`src/rtl/arb_pkg.sv`:
```
// Shared types and default widths for the memory-port arbiter.
//   arb_state_t : arbiter control state
//   port_id_t   : requester identity, used for the round-robin history bit
package arb_pkg;

  localparam int ADDR_W_DEF = 32;
  localparam int LINE_W_DEF = 256;

  typedef enum logic [1:0] {
    IDLE    = 2'd0,
    SERVE_I = 2'd1,
    SERVE_D = 2'd2
  } arb_state_t;

  typedef enum logic {
    PORT_I = 1'b0,
    PORT_D = 1'b1
  } port_id_t;

endpackage

```
`src/rtl/mem_arbiter.sv`:
```
// mem_arbiter: shares one lower-level memory port between the I-cache miss
// port (read only) and the D-side / eviction write buffer port (read/write).
// One whole transaction is granted at a time and held until mem_resp_i;
// simultaneous requests are resolved round-robin.
//
// Ports:
//   clk, rst                        clock, synchronous active-high reset
//   i_read_i, i_addr_i              I-side request (level) and line address
//   i_rdata_o, i_resp_o             I-side read data / done pulse
//   d_read_i, d_write_i, d_addr_i   D-side request (level), address
//   d_wdata_i                       D-side write data
//   d_rdata_o, d_resp_o             D-side read data / done pulse
//   mem_read_o, mem_write_o         memory strobes
//   mem_addr_o, mem_wdata_o         memory address / write data
//   mem_rdata_i, mem_resp_i         memory read data / done pulse
//
// state   | meaning
// --------+---------------------------------------------------------------
// IDLE    | no transaction; arbitrate on the request levels seen this cycle
// SERVE_I | I-side read presented to memory until mem_resp_i
// SERVE_D | D-side read or write presented to memory until mem_resp_i
module mem_arbiter
  import arb_pkg::*;
#(
  parameter int ADDR_W = ADDR_W_DEF,
  parameter int LINE_W = LINE_W_DEF
) (
  input  logic              clk,
  input  logic              rst,
  input  logic              i_read_i,
  input  logic [ADDR_W-1:0] i_addr_i,
  output logic [LINE_W-1:0] i_rdata_o,
  output logic              i_resp_o,
  input  logic              d_read_i,
  input  logic              d_write_i,
  input  logic [ADDR_W-1:0] d_addr_i,
  input  logic [LINE_W-1:0] d_wdata_i,
  output logic [LINE_W-1:0] d_rdata_o,
  output logic              d_resp_o,
  output logic              mem_read_o,
  output logic              mem_write_o,
  output logic [ADDR_W-1:0] mem_addr_o,
  output logic [LINE_W-1:0] mem_wdata_o,
  input  logic [LINE_W-1:0] mem_rdata_i,
  input  logic              mem_resp_i
);

  arb_state_t state_q, state_d;
  port_id_t   last_grant_q, last_grant_d;
  logic       d_req;

  assign d_req = d_read_i | d_write_i;

  // Control: a grant is only ever issued from IDLE, so the cycle after every
  // response is a forced bubble and a stale request level is never regranted.
  always_comb begin
    state_d      = state_q;
    last_grant_d = last_grant_q;
    case (state_q)
      IDLE: begin
        // I wins when alone, or on a tie when D had the previous grant.
        if (i_read_i && (!d_req || last_grant_q == PORT_D)) begin
          state_d      = SERVE_I;
          last_grant_d = PORT_I;
        end else if (d_req) begin
          state_d      = SERVE_D;
          last_grant_d = PORT_D;
        end
      end
      SERVE_I, SERVE_D: begin
        if (mem_resp_i) state_d = IDLE;
      end
      default: state_d = IDLE;
    endcase
  end

  always_ff @(posedge clk) begin
    if (rst) begin
      state_q      <= IDLE;
      last_grant_q <= PORT_D;
    end else begin
      state_q      <= state_d;
      last_grant_q <= last_grant_d;
    end
  end

  // Datapath: muxes selected by state. Everything is forced low while rst is
  // high so a memory response racing the reset cannot leak to a requester.
  always_comb begin
    mem_read_o  = 1'b0;
    mem_write_o = 1'b0;
    mem_addr_o  = '0;
    mem_wdata_o = '0;
    i_resp_o    = 1'b0;
    i_rdata_o   = '0;
    d_resp_o    = 1'b0;
    d_rdata_o   = '0;
    if (!rst) begin
      case (state_q)
        SERVE_I: begin
          mem_read_o = 1'b1;
          mem_addr_o = i_addr_i;
          if (mem_resp_i) begin
            i_resp_o  = 1'b1;
            i_rdata_o = mem_rdata_i;
          end
        end
        SERVE_D: begin
          // Read+write together is illegal; the write takes precedence.
          mem_read_o  = d_read_i & ~d_write_i;
          mem_write_o = d_write_i;
          mem_addr_o  = d_addr_i;
          mem_wdata_o = d_wdata_i;
          if (mem_resp_i) begin
            d_resp_o  = 1'b1;
            d_rdata_o = mem_rdata_i;
          end
        end
        default: ;
      endcase
    end
  end

`ifndef SYNTHESIS
  a_i_held: assert property (@(posedge clk) disable iff (rst)
    (state_q == SERVE_I) |-> i_read_i);
  a_d_held: assert property (@(posedge clk) disable iff (rst)
    (state_q == SERVE_D) |-> d_req);
  a_d_rw_excl: assert property (@(posedge clk) disable iff (rst)
    !(d_read_i && d_write_i));
`endif

endmodule

```
`config.mk`:
```
export PLATFORM = sky130hd
export DESIGN_NAME = mem_arbiter
export DESIGN_NICKNAME = d
export VERILOG_FILES = /design/src/rtl/arb_pkg.sv /design/src/rtl/mem_arbiter.sv
export SDC_FILE = /design/constraint.sdc
export NUM_CORES = 1
export LEC_CHECK = 0
export BUFFER_PORTS_ARGS = -buffer_cell sky130_fd_sc_hd__buf_4
export CORE_AREA = 2 2 539 541
export DETAILED_ROUTE_END_ITERATION = 16
export DIE_AREA = 0 0 541 543
export GPL_TIMING_DRIVEN = 0
export PLACE_DENSITY = 0.3
export SLEW_MARGIN = 20
export SYNTH_ARGS = -nofsm -noshare
export SYNTH_HDL_FRONTEND = slang
export SYNTH_SLANG_ARGS = --single-unit
```
`constraint.sdc`:
```
create_clock -name clk -period 1.8 [get_ports clk]
set_clock_uncertainty 0.05 [all_clocks]
set_input_delay 0 -clock clk [delete_from_list [all_inputs] [get_ports clk]]
set_output_delay 0 -clock clk [all_outputs]
set_load 0.02 [all_outputs]
```
Yosys cells after proc, flatten, opt, wreduce, memory -nomap -nowiden
Index checks and enable logic that the tools add are counted.
{"block": "totals", "reg_bits": 3, "input_bits": 582, "output_inout_bits": 804, "elab_cells": 41}
{"block": "classes", "eq_ne": 4, "n_mux": 24, "bitwise": 3, "n_reduce_logical": 8}
{"operator": "$mux W256", "n": 7}
{"operator": "$pmux W32 S2", "n": 1}
{"operator": "$mux W32", "n": 1}
{"operator": "$mux W1", "n": 10}
{"operator": "$mux W2", "n": 3}
{"operator": "$pmux W2 S2", "n": 1}
{"operator": "$reduce_and A2 Y1", "n": 2}
{"operator": "$ne A3 B3 Y1 const B", "n": 1}
{"operator": "$eq A2 B1 Y1 const B", "n": 1}
{"operator": "$eq A2 B2 Y1 const B", "n": 1}
{"operator": "$logic_not A2 Y1", "n": 1}
{"operator": "$ne A2 B2 Y1 const B", "n": 1}
{"operator": "$pmux W1 S2", "n": 1}
{"operator": "$reduce_bool A2 Y1", "n": 1}
{"operator": "$reduce_or A2 Y1", "n": 1}
{"operator": "$and A1 B1 Y1", "n": 1}
{"operator": "$logic_and A1 B1 Y1", "n": 1}
{"operator": "$logic_not A1 Y1", "n": 1}
{"operator": "$logic_or A1 B1 Y1", "n": 1}
{"operator": "$not A1 Y1", "n": 1}
{"operator": "$or A1 B1 Y1", "n": 1}

Depth between registers and ports, before layout
{"block": "logic_depth", "word_depth": 6, "ltp_mapped": 8}

Worst setup path after synthesis
Ideal clock, no wire load.
{"block": "synth_path", "kind": "reg2out", "startpoint": "reg state_q[0]", "endpoint": "out d_rdata_o[246]", "arrival_time_ns": 1.535, "required_ns": 1.750, "path_slack_ns": 0.215, "path_stages_with_launch": 8, "path_buffers": 3, "cell_sequence": "dfxtp_1 > inv_1 > ha_1 > buf_2 > and3b_1 > buf_2 > clkbuf_1 > and2_1"}
{"block": "synth_via", "elab_chain_cells": 3}
{"item": "start: declaration", "line": "mem_arbiter.sv:48", "text": "arb_state_t state_q, state_d;"}
{"item": "start signal: assignment", "line": "mem_arbiter.sv:82", "text": "state_q <= state_d;"}
{"item": "$eq A2 B2 Y1", "line": "mem_arbiter.sv:99", "text": "case (state_q)"}
{"item": "$mux W256", "line": "mem_arbiter.sv:99"}
{"item": "$mux W256", "line": "mem_arbiter.sv:98", "text": "if (!rst) begin"}
{"item": "end: declaration", "line": "mem_arbiter.sv:38", "text": "output logic [LINE_W-1:0] d_rdata_o,"}
No other way between the ends.

Worst setup path in the final report
{"block": "layout_path", "startpoint": "reg state_q[1]", "endpoint": "out i_rdata_o[99]"}
{"block": "layout_via", "elab_chain_cells": 3}
{"item": "$eq A2 B1 Y1", "line": "mem_arbiter.sv:99"}
{"item": "$mux W256", "line": "mem_arbiter.sv:99"}
{"item": "$mux W256", "line": "mem_arbiter.sv:98"}
{"item": "end: declaration", "line": "mem_arbiter.sv:32", "text": "output logic [LINE_W-1:0] i_rdata_o,"}
No other way between the ends.

==> Flow_metrics.wiki <==
{| class="wikitable"
! Metric !! Value
|-
| Total clock sinks || 3
|-
| Data required, critical path || 1.75 ns
|-
| Max Transition Viols Final || 0
|-
| Number of endpoints failing setup at the final stage || 795
|-
| Kind of path behind the tightest hold check || input pin to register
|-
| Setup repair after global routing missed its margin || yes
|-
| Total grt overflow || 0
|-
| CTS tree || yes
|-
| Top-Level Pins || 1,386
|-
| Number of storage elements in the synthesis netlist || 3
|-
| Count of distinct cell types in the synthesized netlist || 20
|-
| H-tree level count || 1
|-
| Core ar. || 287,000 um2
|-
| Hold violation total from the final report || 2
|-
| Final weighted congestion of routability-driven global placement || 1.05
|-
| Final standard cell utilization of the core || 0.0948
|-
| Kind of cell with the highest combined delay on the critical path || buffers and inverters
|-
| Total number of vias || 14,400
|-
| Tot Pwr || 0.00727 W
|-
| Worst reg2reg path startpoint || state_q[1]
|-
| CTS Buffer Depth || 2
|-
| Total power divided by cell area || 267 nW/um2
|-
| Number of hold buffers added after CTS || 0
|-
| Endpoint with the worst hold slack || state_q[0]
|-
| Final clock period utilization by the worst path || 1.15
|-
| Switching component of the power || 0.00372 W
|-
| Terminus of the critical flop-to-flop path || state_q[1]
|-
| Count of buffers inserted at the top-level ports || 1,385
|-
| Total CTS buffers || 3
|-
| Wire length after detailed routing || 228,000 um
|-
| Number of iterations in the first detailed-routing pass || 5
|-
| Critical path's slowest cell || dfxtp_4
|-
| Cell repeated most along the worst path || buf_12
|-
| Storage cell area || 67.6 um2
|-
| Area added between synthesis and finish || 366%
|-
| Total standard cell area after synthesis || 5840 um2
|-
| Ratio of cells with drive above 1 in the final layout || 0.815
|-
| Avg Synthesized Cell Area || 6.09 um2
|-
| Clock-pin transition on the worst setup and hold timing paths || 0.03 ns
|-
| Number of nets at the end of the flow || 3,020
|-
| Clock insertion delay at the later pin of the skew report || 0.23 ns
|-
| Maximum operating frequency || 483 MHz
|-
| Least setup slack across all paths after layout || -0.268 ns
|-
| Count of antenna-violating nets left after detailed routing || 0
|-
| Depth of the worst register-to-register path || 5
|-
| Synth warn || 0
|-
| Avg Vias per Cell || 2.29
|-
| Antenna violations before repair || 218
|-
| Largest net degree at the start of global routing || 11
|-
| CP arrival || 2.02 ns
|-
| DP HPWL || 213,000 um
|-
| Top fanout value on the critical path || 7
|-
| Delay of the slowest critical-path stage || 0.38 ns
|-
| Portion of total power attributed to the clock network || 0.050
|-
| Remaining max-slew budget at the tightest pin || 0.693
|-
| Net count after synthesis || 1,544
|-
| Total GRT Usage || 0.146
|-
| Violations in the final reports || negative hold slack, negative setup slack
|-
| Slew at the pin with the worst max-slew slack || 0.460 ns
|-
| Switch share || 0.512
|-
| Full die area || 294,000 um2
|-
| Via count of the first global-routing pass || 14,200
|-
| Bufs and invs on worst path || 6
|-
| Effective utilization at floorplan || 0.0203
|-
| Category of the worst setup path launch point || register
|-
| Register area share after synthesis || 0.0103
|-
| Die Span Y || 543 um
|-
| Setup total negative slack || -134.56 ns
|-
| Shortest clock period the worst path allows after layout || 2.07 ns
|-
| Combined area of the multi-input logic cells || 6410 um2
|-
| Cell breakdown of the critical path || inv_4 -> ha_4 -> and3b_2 -> buf_12 -> buf_12 -> buf_16 -> buf_12 -> and2_1 -> buf_6
|-
| Hold WS || -0.00599 ns
|-
| Count of filler cells inserted in the layout || 33,600
|-
| Per-cell routed wire length || 36.4 um
|-
| P_int || 0.00355 W
|-
| Instance count along the most critical hold path || 2
|-
| Comb power frac || 0.937
|-
| Horiz. Die Dim || 541 um
|-
| Buffer type at the clock tree root || clkbuf_16
|-
| Beginning of the worst hold path || i_read_i
|-
| Leakage power summed over all cells || 12.1 nW
|-
| Number of instances in the synthesized netlist || 959
|-
| Run status || complete, but fails checks
|-
| Sequential fraction of design power || 0.013
|-
| Global-route wire length before repair || 255,000 um
|-
| Maximum Capacitance Violations || 0
|-
| # rows || 197
|-
| Critical path capture point type || output pin
|-
| Iter 0 DRT Violations || 841
|-
| Max rail drop VDD || 0.207 mV
|-
| Internal reg-to-reg setup slack || 0.25 ns
|-
| Crit Path Category || register to output pin
|-
| Total DRC errors in the routed layout || 0
|}
## power by group through the flow
stage / combinational, W / clock, W / sequential [W]
global placement: 0.00525 / 0 / 0.0000864
detailed placement: 0.00526 / 0 / 0.0000868
finish: 0.00681 / 0.000361 / 0.0000963
CTS: 0.00604 / 0.000365 / 0.0000893
global route: 0.00714 / 0.000368 / 0.0000972
floorplan: 0.00154 / 0 / 0.0000840
## what timing repair did
action	CTS	global route
gates resized for setup	554	886
setup buffers	20	25
pin swaps	30	162
cloned	21	27
endpoints found under the setup margin	804	804
## synth_stat cells
library cell / count / area [um2]
and2_1: 769 / 4810
buf_2: 59 / 295
clkbuf_1: 39 / 146
nor2_1: 34 / 128
a22oi_1: 32 / 240
inv_1: 4 / 15.0
a21oi_1: 3 / 15.0
dfxtp_1: 3 / 60.1
ha_1: 3 / 37.5
and3b_1: 2 / 17.5
nand2b_1: 2 / 12.5
a22o_1: 1 / 8.76
a31oi_1: 1 / 6.26
a32o_1: 1 / 10.0
and2b_1: 1 / 7.51
nand2_1: 1 / 3.75
nor3b_1: 1 / 7.51
o21ai_0: 1 / 5.00
or2_2: 1 / 6.26
or4b_1: 1 / 10.0
## placed cells by master (no fill, tap or decap), types with 2 or more instances in the layout
cell type,instances
clkbuf_16,35
and3b_2,2
buf_6,332
a22oi_1,17
and2_4,377
buf_4,982
and2_1,392
nor2_2,7
ha_4,2
clkbuf_2,4
buf_8,99
buf_16,11
inv_4,2
diode_2,52
a21oi_1,3
nor2_4,2
clkbuf_8,8
nor2_1,25
inv_1,2
clkbuf_4,3
buf_12,97
dfxtp_4,2
a22oi_2,15
## area by class of cell
type,instances,area share
antenna,52,0.00478
buffer,95,0.0521
clock buffer,4,0.00289
inverter,4,0.000735
multi-input combinational,854,0.235
sequential,3,0.00248
tap,3781,0.174
timing repair buffer,1474,0.528
## worst max-delay path by stage
| stage | start | endpoint | slack (ns) | cells after the start |
|---|---|---|---|---|
| 2_1_floorplan | state_q[0] | d_rdata_o[246] | 0.22 | 7 |
| 3_3_place_gp | state_q[0] | mem_wdata_o[90] | -1.47 | 8 |
| 3_5_place_dp | state_q[0] | mem_wdata_o[94] | -1.49 | 8 |
| 4_1_cts | state_q[0] | d_rdata_o[185] | -0.38 | 9 |
| 5_1_grt | state_q[0] | d_rdata_o[166] | -0.31 | 9 |
| 6_report | state_q[1] | i_rdata_o[99] | -0.27 | 9 |
## state kept, by name, indices dropped and copies added (netlist names)
name and count:
last_grant_q 1, state_q 2
## layer usage
layer / track usage / share of wire / up-vias
li1: - / - / 5917
met1: 0.141 / 0.32 / 6593
met2: 0.241 / 0.46 / 1368
met3: 0.109 / 0.17 / 383
met4: 0.0492 / 0.042 / 92
met5: 0 / 0.0028 / -
## stage by stage
| stage | std cells | setup slack (ns) | cell area (um2) |
|---|---|---|---|
| final | 6267 | -0.268 | 27200 |
| after global routing | 6240 | -0.310 | 27200 |
| after CTS | 6169 | -0.383 | 23600 |
| after detailed placement | 6125 | -1.49 | 21000 |
| after global placement | 6125 | -1.47 | 21000 |
| after floorplan | 959 | 0.215 | 5840 |
## cells by family (layout without fill, tap and decap cells)
| family | Yosys count | after routing | share of synthesized area |
|---|---|---|---|
| compound gates | 39 | 39 | 0.0488 |
| fa+ha+maj | 3 | 3 | 0.00642 |
| buf+inv | 102 | 1577 | 0.0782 |
| flops | 3 | 3 | 0.0103 |
| other cells | 0 | 52 | 0 |
| simple gates | 812 | 812 | 0.856 |
Note: power is estimated with default switching activity, not from simulation.
